==> src/rtl/jvm_mem_arbiter.sv <==
// Two-requester round-robin arbiter in front of a single-port byte memory.
// One access at a time: IDLE -> ISSUE (start strobe) -> WAIT (handshake/timeout) -> DONE (done pulse).
module jvm_mem_arbiter #(
  parameter int ADDRESS_WIDTH = 8,
  parameter int TIMEOUT       = 16
) (
  input  logic                     clk,
  input  logic                     reset,
  input  logic                     r0_req,
  input  logic [ADDRESS_WIDTH-1:0] r0_addr,
  input  logic                     r0_rwn,
  input  logic [7:0]               r0_wdata,
  output logic                     r0_done,
  output logic [7:0]               r0_rdata,
  input  logic                     r1_req,
  input  logic [ADDRESS_WIDTH-1:0] r1_addr,
  input  logic                     r1_rwn,
  input  logic [7:0]               r1_wdata,
  output logic                     r1_done,
  output logic [7:0]               r1_rdata,
  output logic                     mem_start,
  output logic [ADDRESS_WIDTH-1:0] mem_address,
  output logic                     mem_rwn,
  output logic [7:0]               mem_data_in,
  input  logic                     mem_ready,
  input  logic [7:0]               mem_data_out,
  output logic                     busy,
  output logic                     owner,
  output logic                     timeout_err,
  output logic [1:0]               dbg_state
);

  // Handshake: rN_req is a level held until rN_done; the memory is started by a
  // one-cycle mem_start and an access is complete once mem_ready has been seen low then high.

  typedef enum logic [1:0] {IDLE = 2'd0, ISSUE = 2'd1, WAIT = 2'd2, DONE = 2'd3} state_t;

  localparam int CW = (TIMEOUT > 1) ? $clog2(TIMEOUT) : 1;
  localparam logic [CW-1:0] CNT_LAST = CW'(TIMEOUT - 1);

  state_t                     state, state_nxt;
  logic                       last_grant, last_grant_nxt;
  logic                       seen_busy, seen_busy_nxt;
  logic [CW-1:0]              wait_cnt, wait_cnt_nxt;
  logic                       win;
  logic                       mem_start_nxt, mem_rwn_nxt, busy_nxt, owner_nxt, timeout_err_nxt;
  logic [ADDRESS_WIDTH-1:0]   mem_address_nxt;
  logic [7:0]                 mem_data_in_nxt, r0_rdata_nxt, r1_rdata_nxt;
  logic                       r0_done_nxt, r1_done_nxt;

  assign dbg_state = state;

  always_comb begin
    state_nxt       = state;
    last_grant_nxt  = last_grant;
    seen_busy_nxt   = seen_busy;
    wait_cnt_nxt    = wait_cnt;
    mem_start_nxt   = 1'b0;
    mem_address_nxt = mem_address;
    mem_rwn_nxt     = mem_rwn;
    mem_data_in_nxt = mem_data_in;
    owner_nxt       = owner;
    timeout_err_nxt = timeout_err;
    r0_done_nxt     = 1'b0;
    r1_done_nxt     = 1'b0;
    r0_rdata_nxt    = r0_rdata;
    r1_rdata_nxt    = r1_rdata;
    // Under contention the requester that did not win last time goes next.
    win = (r0_req && r1_req) ? ~last_grant : r1_req;

    case (state)
      IDLE: begin
        if (mem_ready && (r0_req || r1_req)) begin
          mem_address_nxt = win ? r1_addr   : r0_addr;
          mem_rwn_nxt     = win ? r1_rwn    : r0_rwn;
          mem_data_in_nxt = win ? r1_wdata  : r0_wdata;
          owner_nxt       = win;
          last_grant_nxt  = win;
          mem_start_nxt   = 1'b1;
          state_nxt       = ISSUE;
        end
      end
      ISSUE: begin
        seen_busy_nxt = 1'b0;
        wait_cnt_nxt  = '0;
        state_nxt     = WAIT;
      end
      WAIT: begin
        if (mem_ready && seen_busy) begin
          if (mem_rwn) begin
            if (owner) r1_rdata_nxt = mem_data_out;
            else       r0_rdata_nxt = mem_data_out;
          end
          r0_done_nxt = ~owner;
          r1_done_nxt = owner;
          state_nxt   = DONE;
        end else if (wait_cnt == CNT_LAST) begin
          timeout_err_nxt = 1'b1;
          r0_done_nxt     = ~owner;
          r1_done_nxt     = owner;
          state_nxt       = DONE;
        end else begin
          wait_cnt_nxt = wait_cnt + CW'(1);
          if (!mem_ready) seen_busy_nxt = 1'b1;
        end
      end
      DONE:    state_nxt = IDLE;
      default: state_nxt = IDLE;
    endcase

    busy_nxt = (state_nxt != IDLE);
  end

  always_ff @(posedge clk) begin
    if (reset) begin
      state       <= IDLE;
      last_grant  <= 1'b1;
      seen_busy   <= 1'b0;
      wait_cnt    <= '0;
      mem_start   <= 1'b0;
      mem_address <= '0;
      mem_rwn     <= 1'b0;
      mem_data_in <= '0;
      busy        <= 1'b0;
      owner       <= 1'b0;
      timeout_err <= 1'b0;
      r0_done     <= 1'b0;
      r1_done     <= 1'b0;
      r0_rdata    <= '0;
      r1_rdata    <= '0;
    end else begin
      state       <= state_nxt;
      last_grant  <= last_grant_nxt;
      seen_busy   <= seen_busy_nxt;
      wait_cnt    <= wait_cnt_nxt;
      mem_start   <= mem_start_nxt;
      mem_address <= mem_address_nxt;
      mem_rwn     <= mem_rwn_nxt;
      mem_data_in <= mem_data_in_nxt;
      busy        <= busy_nxt;
      owner       <= owner_nxt;
      timeout_err <= timeout_err_nxt;
      r0_done     <= r0_done_nxt;
      r1_done     <= r1_done_nxt;
      r0_rdata    <= r0_rdata_nxt;
      r1_rdata    <= r1_rdata_nxt;
    end
  end

endmodule

==> config.mk <==
export PLATFORM = sky130hd
export DESIGN_NAME = jvm_mem_arbiter
export DESIGN_NICKNAME = d
export VERILOG_FILES = /design/src/rtl/jvm_mem_arbiter.sv
export SDC_FILE = /design/constraint.sdc
export NUM_CORES = 1
export LEC_CHECK = 0
export ABC_CLOCK_PERIOD_IN_PS = 2100
export CORE_MARGIN = 2
export CORE_UTILIZATION = 35
export CTS_CLUSTER_SIZE = 16
export DETAILED_ROUTE_END_ITERATION = 8
export GPL_TIMING_DRIVEN = 0
export PLACE_DENSITY_LB_ADDON = 0.25
export SLEW_MARGIN = 10
export SYNTH_ARGS = -nofsm -noshare
export SYNTH_HDL_FRONTEND = slang
export SYNTH_SLANG_ARGS = --single-unit
==> constraint.sdc <==
create_clock -name clk -period 2.1 [get_ports clk]
set_clock_uncertainty 0.05 [all_clocks]
set_input_delay 0.315 -clock clk [delete_from_list [all_inputs] [get_ports clk]]
set_output_delay 0.315 -clock clk [all_outputs]
set_load 0.03 [all_outputs]
==> summary.md <==
## Die
• **number of rows created at floorplan** 27
• **width of the chip** 80.4 µm
• **Top-Level Pins** 88
• **Die ar.** 6460 µm²
• **effective utilization at floorplan** 36.6%
• **placeable core region** 5570 µm²
• **overall die height** 80.4 µm

## STA
• **number of slew-limit violations in the final report** 0
• **setup TNS** 0 ns
• **slew of the pin with the lowest slew margin** 0.519 ns
• **final hold viol count** 0
• **min setup slack post-route** 0.355 ns
• **final-report setup violation count** 0
• **final clock period utilization by the worst path** 83.1%
• **Max transition margin** 65.4%
• **setup repair after global routing missed its margin** no
• **max frequency** 573 MHz
• **crit path time final** 1.74 ns

## Yosys
• **fraction of synthesized cell area taken by the top area cell type** 46.1%
• **top cell type by total area after synthesis** sky130_fd_sc_hd__dfxtp_1
• **synthesis-stage register bit count** 47
• **cell count after synthesis** 221
• **most used standard cell by instance count after synthesis** sky130_fd_sc_hd__dfxtp_1
• **post-synthesis cell area** 2040 µm²
• **register area share after synthesis** 46.1%
• **number of enable-type register cells in the synthesized netlist** 0
• **average cell area after synthesis** 9.24 µm²
• **cell types with the highest counts after synthesis** sky130_fd_sc_hd__dfxtp_1 (47), sky130_fd_sc_hd__nor2_1 (22), sky130_fd_sc_hd__a21oi_1 (19)
• **number of nets produced by synthesis** 273
• **Async SR Flop Fraction** 0%
• **Synthesis Warnings** 0
• **most used flip-flop cell after synthesis** sky130_fd_sc_hd__dfxtp_1
• **top area cells in the synthesized netlist** sky130_fd_sc_hd__dfxtp_1 (46%), sky130_fd_sc_hd__mux2i_1 (8.3%), sky130_fd_sc_hd__a211oi_1 (6.3%)
• **count of distinct cell types in the synthesized netlist** 42

## Worst setup path
• **Largest delay share family, worst path** buffers and inverters
• **launch point of the worst reg-to-reg path** dbg_state[0]$_SDFF_PP0_
• **depth of the worst register-to-register path** 6
• **critical path's largest stage delay** 0.69 ns
• **highest-delay cell along the critical path** sky130_fd_sc_hd__clkdlybuf4s50_1
• **CP Launch Type** flip-flop
• **CP required** 1.74 ns
• **CP Capture Point** mem_rwn
• **Worst Setup End Kind** primary output
• **worst setup path startpoint** mem_rwn$_SDFFE_PP0P_
• **type of the worst setup path** flip-flop to primary output
• **CP Depth** 1
• **critical-path maximum fanout** 4
• **Buf/Inv on CP** 1
• **reg2reg setup slack** 0.38 ns
• **end of the worst register-to-register path** r1_rdata[4]$_SDFFE_PP0P_
• **WP data arrival** 1.38 ns
• **cells along the critical path** clkdlybuf4s50_1

## GRT
• **initial antenna violation count** 0
• **wire length of the first global-routing pass** 8490 µm
• **largest net degree at the start of global routing** 13
• **GRT Resource Usage Total** 17.2%
• **met2 track utilization from global routing** 27.8%
• **met3 usage in global routing** 7.08%
• **met1 Usage GRT** 20.4%
• **vias in the first global route** 1838
• **GR Overflow Total** 0
• **layer with the highest usage after global routing** met2

## Final layout
• **layout cell share with drive strength beyond 1** 6.39%
• **FILL cells** 560
• **total number of nets in the final design** 366
• **Antenna diodes** 0
• **Syn-to-layout area delta** 50.1%

## Placed design
• **HPWL after detailed placement** 4160 µm
• **final estimated routing congestion in global placement** 0.843
• **Placement Setup Slack** 0.150 ns
• **port bufs** 86

## Routing
• **iteration-0 DRC count of the detailed router** 57
• **post-route antenna net violation count** 0
• **total wire length after detailed routing** 5390 µm
• **per-cell via count in the routed design** 5.07
• **number of vias in the routed layout** 1951
• **routed wire length per instance** 14.0 µm
• **count of TritonRoute iterations in the first routing pass** 4
• **number of remaining DRC errors** 0

## CTS
• **clock buffer depth** 2
• **TritonCTS clock tree** yes
• **cell at the root of the clock tree** sky130_fd_sc_hd__clkbuf_8
• **hold bufs inserted after CTS** 0
• **Num Clock Sinks** 47
• **Clock H-tree levels** 2
• **latest clock arrival within the worst-skew pair** 0.29 ns
• **post-CTS setup repair buffer count** 0
• **post-cts gate resize count** 0
• **number of buffers inserted during clock tree synthesis** 5
• **CTS clk-pin slew, worst paths** 0.08 ns

## Pwr
• **pwr/cell area** 874 nW/µm²
• **maximum vdd ir drop** 0.443 mV
• **leakage power figure** 1.15 nW

## Status
• **result of the run** finished, final reports clean

## Hold path
• **Worst Hold Class** primary input to flip-flop

## Run
• **number of violations of the max-capacitance limit** 0

## final cells by class
type	instances	area [µm²]	area share (%)
clock buffer	6	72.6	2.37
sequential	47	941	30.7
timing repair buffer	86	861	28.1
multi-input combinational	151	965	31.5
tap	72	90.1	2.94
buffer	19	121	3.96
inverter	4	15.0	0.490
## where the power goes
group / switching, mW / internal, mW
Sequential: 0.0764 / 1.02
Combinational: 0.600 / 0.486
Clock: 0.276 / 0.222
## logic make-up after synthesis
| group | count (synthesis) | synth area share (%) |
|---|---|---|
| simple gates | 62 | 15.1 |
| fa+ha+maj | 5 | 3.06 |
| buf+inv | 23 | 6.68 |
| compound gates | 67 | 20.8 |
| mux | 17 | 8.33 |
| flops | 47 | 46.1 |
## registers in the layout, summed over array words and instances (netlist names)
register / count
busy: 1
dbg_state: 2
last_grant: 1
mem_address: 8
mem_data_in: 8
mem_rwn: 1
mem_start: 1
owner: 1
r0_done: 1
r0_rdata: 8
r1_done: 1
r1_rdata: 8
seen_busy: 1
timeout_err: 1
wait_cnt: 4
## per-layer routing
layer,vias up,part of all wire [%]
li1,984,-
met1,881,44
met2,78,46
met3,8,9.2
met4,0,1.1
met5,-,0
## metrics by stage
stage               utilization [%]  total power [mW]  area, µm²  hold slack [ns]  std cells
floorplan                         -              1.79       2040            0.348        221
finish                         55.0              2.68       3070            0.350        385
CTS                            55.0              2.71       3070            0.336        385
global route                   55.0              2.85       3070            0.371        385
detailed placement             53.7              2.21       2990            0.418        379
global placement               53.7              2.20       2990            0.406        379
## tightest hold or removal path: stages
cell and delay [ns]:
sky130_fd_sc_hd__buf_6 0.10, sky130_fd_sc_hd__nand2_1 0.09, sky130_fd_sc_hd__nand4b_1 0.09, sky130_fd_sc_hd__a21oi_1 0.05
## worst min path at each step
stage	to	start	cells past startpoint	slack (ns)
3_5_place_dp	last_grant$_SDFFE_PP1P_	last_grant$_SDFFE_PP1P_	2	0.42
3_3_place_gp	timeout_err$_SDFFE_PP0P_	timeout_err$_SDFFE_PP0P_	2	0.41
4_1_cts	wait_cnt[1]$_SDFFE_PP0P_	mem_ready	4	0.34
6_report	wait_cnt[1]$_SDFFE_PP0P_	mem_ready	4	0.35
2_1_floorplan	dbg_state[1]$_SDFF_PP0_	reset	1	0.35
5_1_grt	wait_cnt[1]$_SDFFE_PP0P_	mem_ready	4	0.37
## cell usage in the layout, fill, tap and decap left out, types with 3 or more instances in the layout
cell / instances
sky130_fd_sc_hd__inv_1: 3
sky130_fd_sc_hd__a21oi_1: 19
sky130_fd_sc_hd__clkdlybuf4s50_1: 86
sky130_fd_sc_hd__nand3_1: 18
sky130_fd_sc_hd__mux2i_1: 17
sky130_fd_sc_hd__ha_1: 5
sky130_fd_sc_hd__clkbuf_8: 5
sky130_fd_sc_hd__nand2_1: 5
sky130_fd_sc_hd__o21ai_0: 17
sky130_fd_sc_hd__o211ai_1: 3
sky130_fd_sc_hd__clkbuf_1: 7
sky130_fd_sc_hd__nor2_1: 22
sky130_fd_sc_hd__buf_2: 5
sky130_fd_sc_hd__buf_4: 3
sky130_fd_sc_hd__dfxtp_1: 47
sky130_fd_sc_hd__a211oi_1: 17
Power figures use the tool's default switching activity.
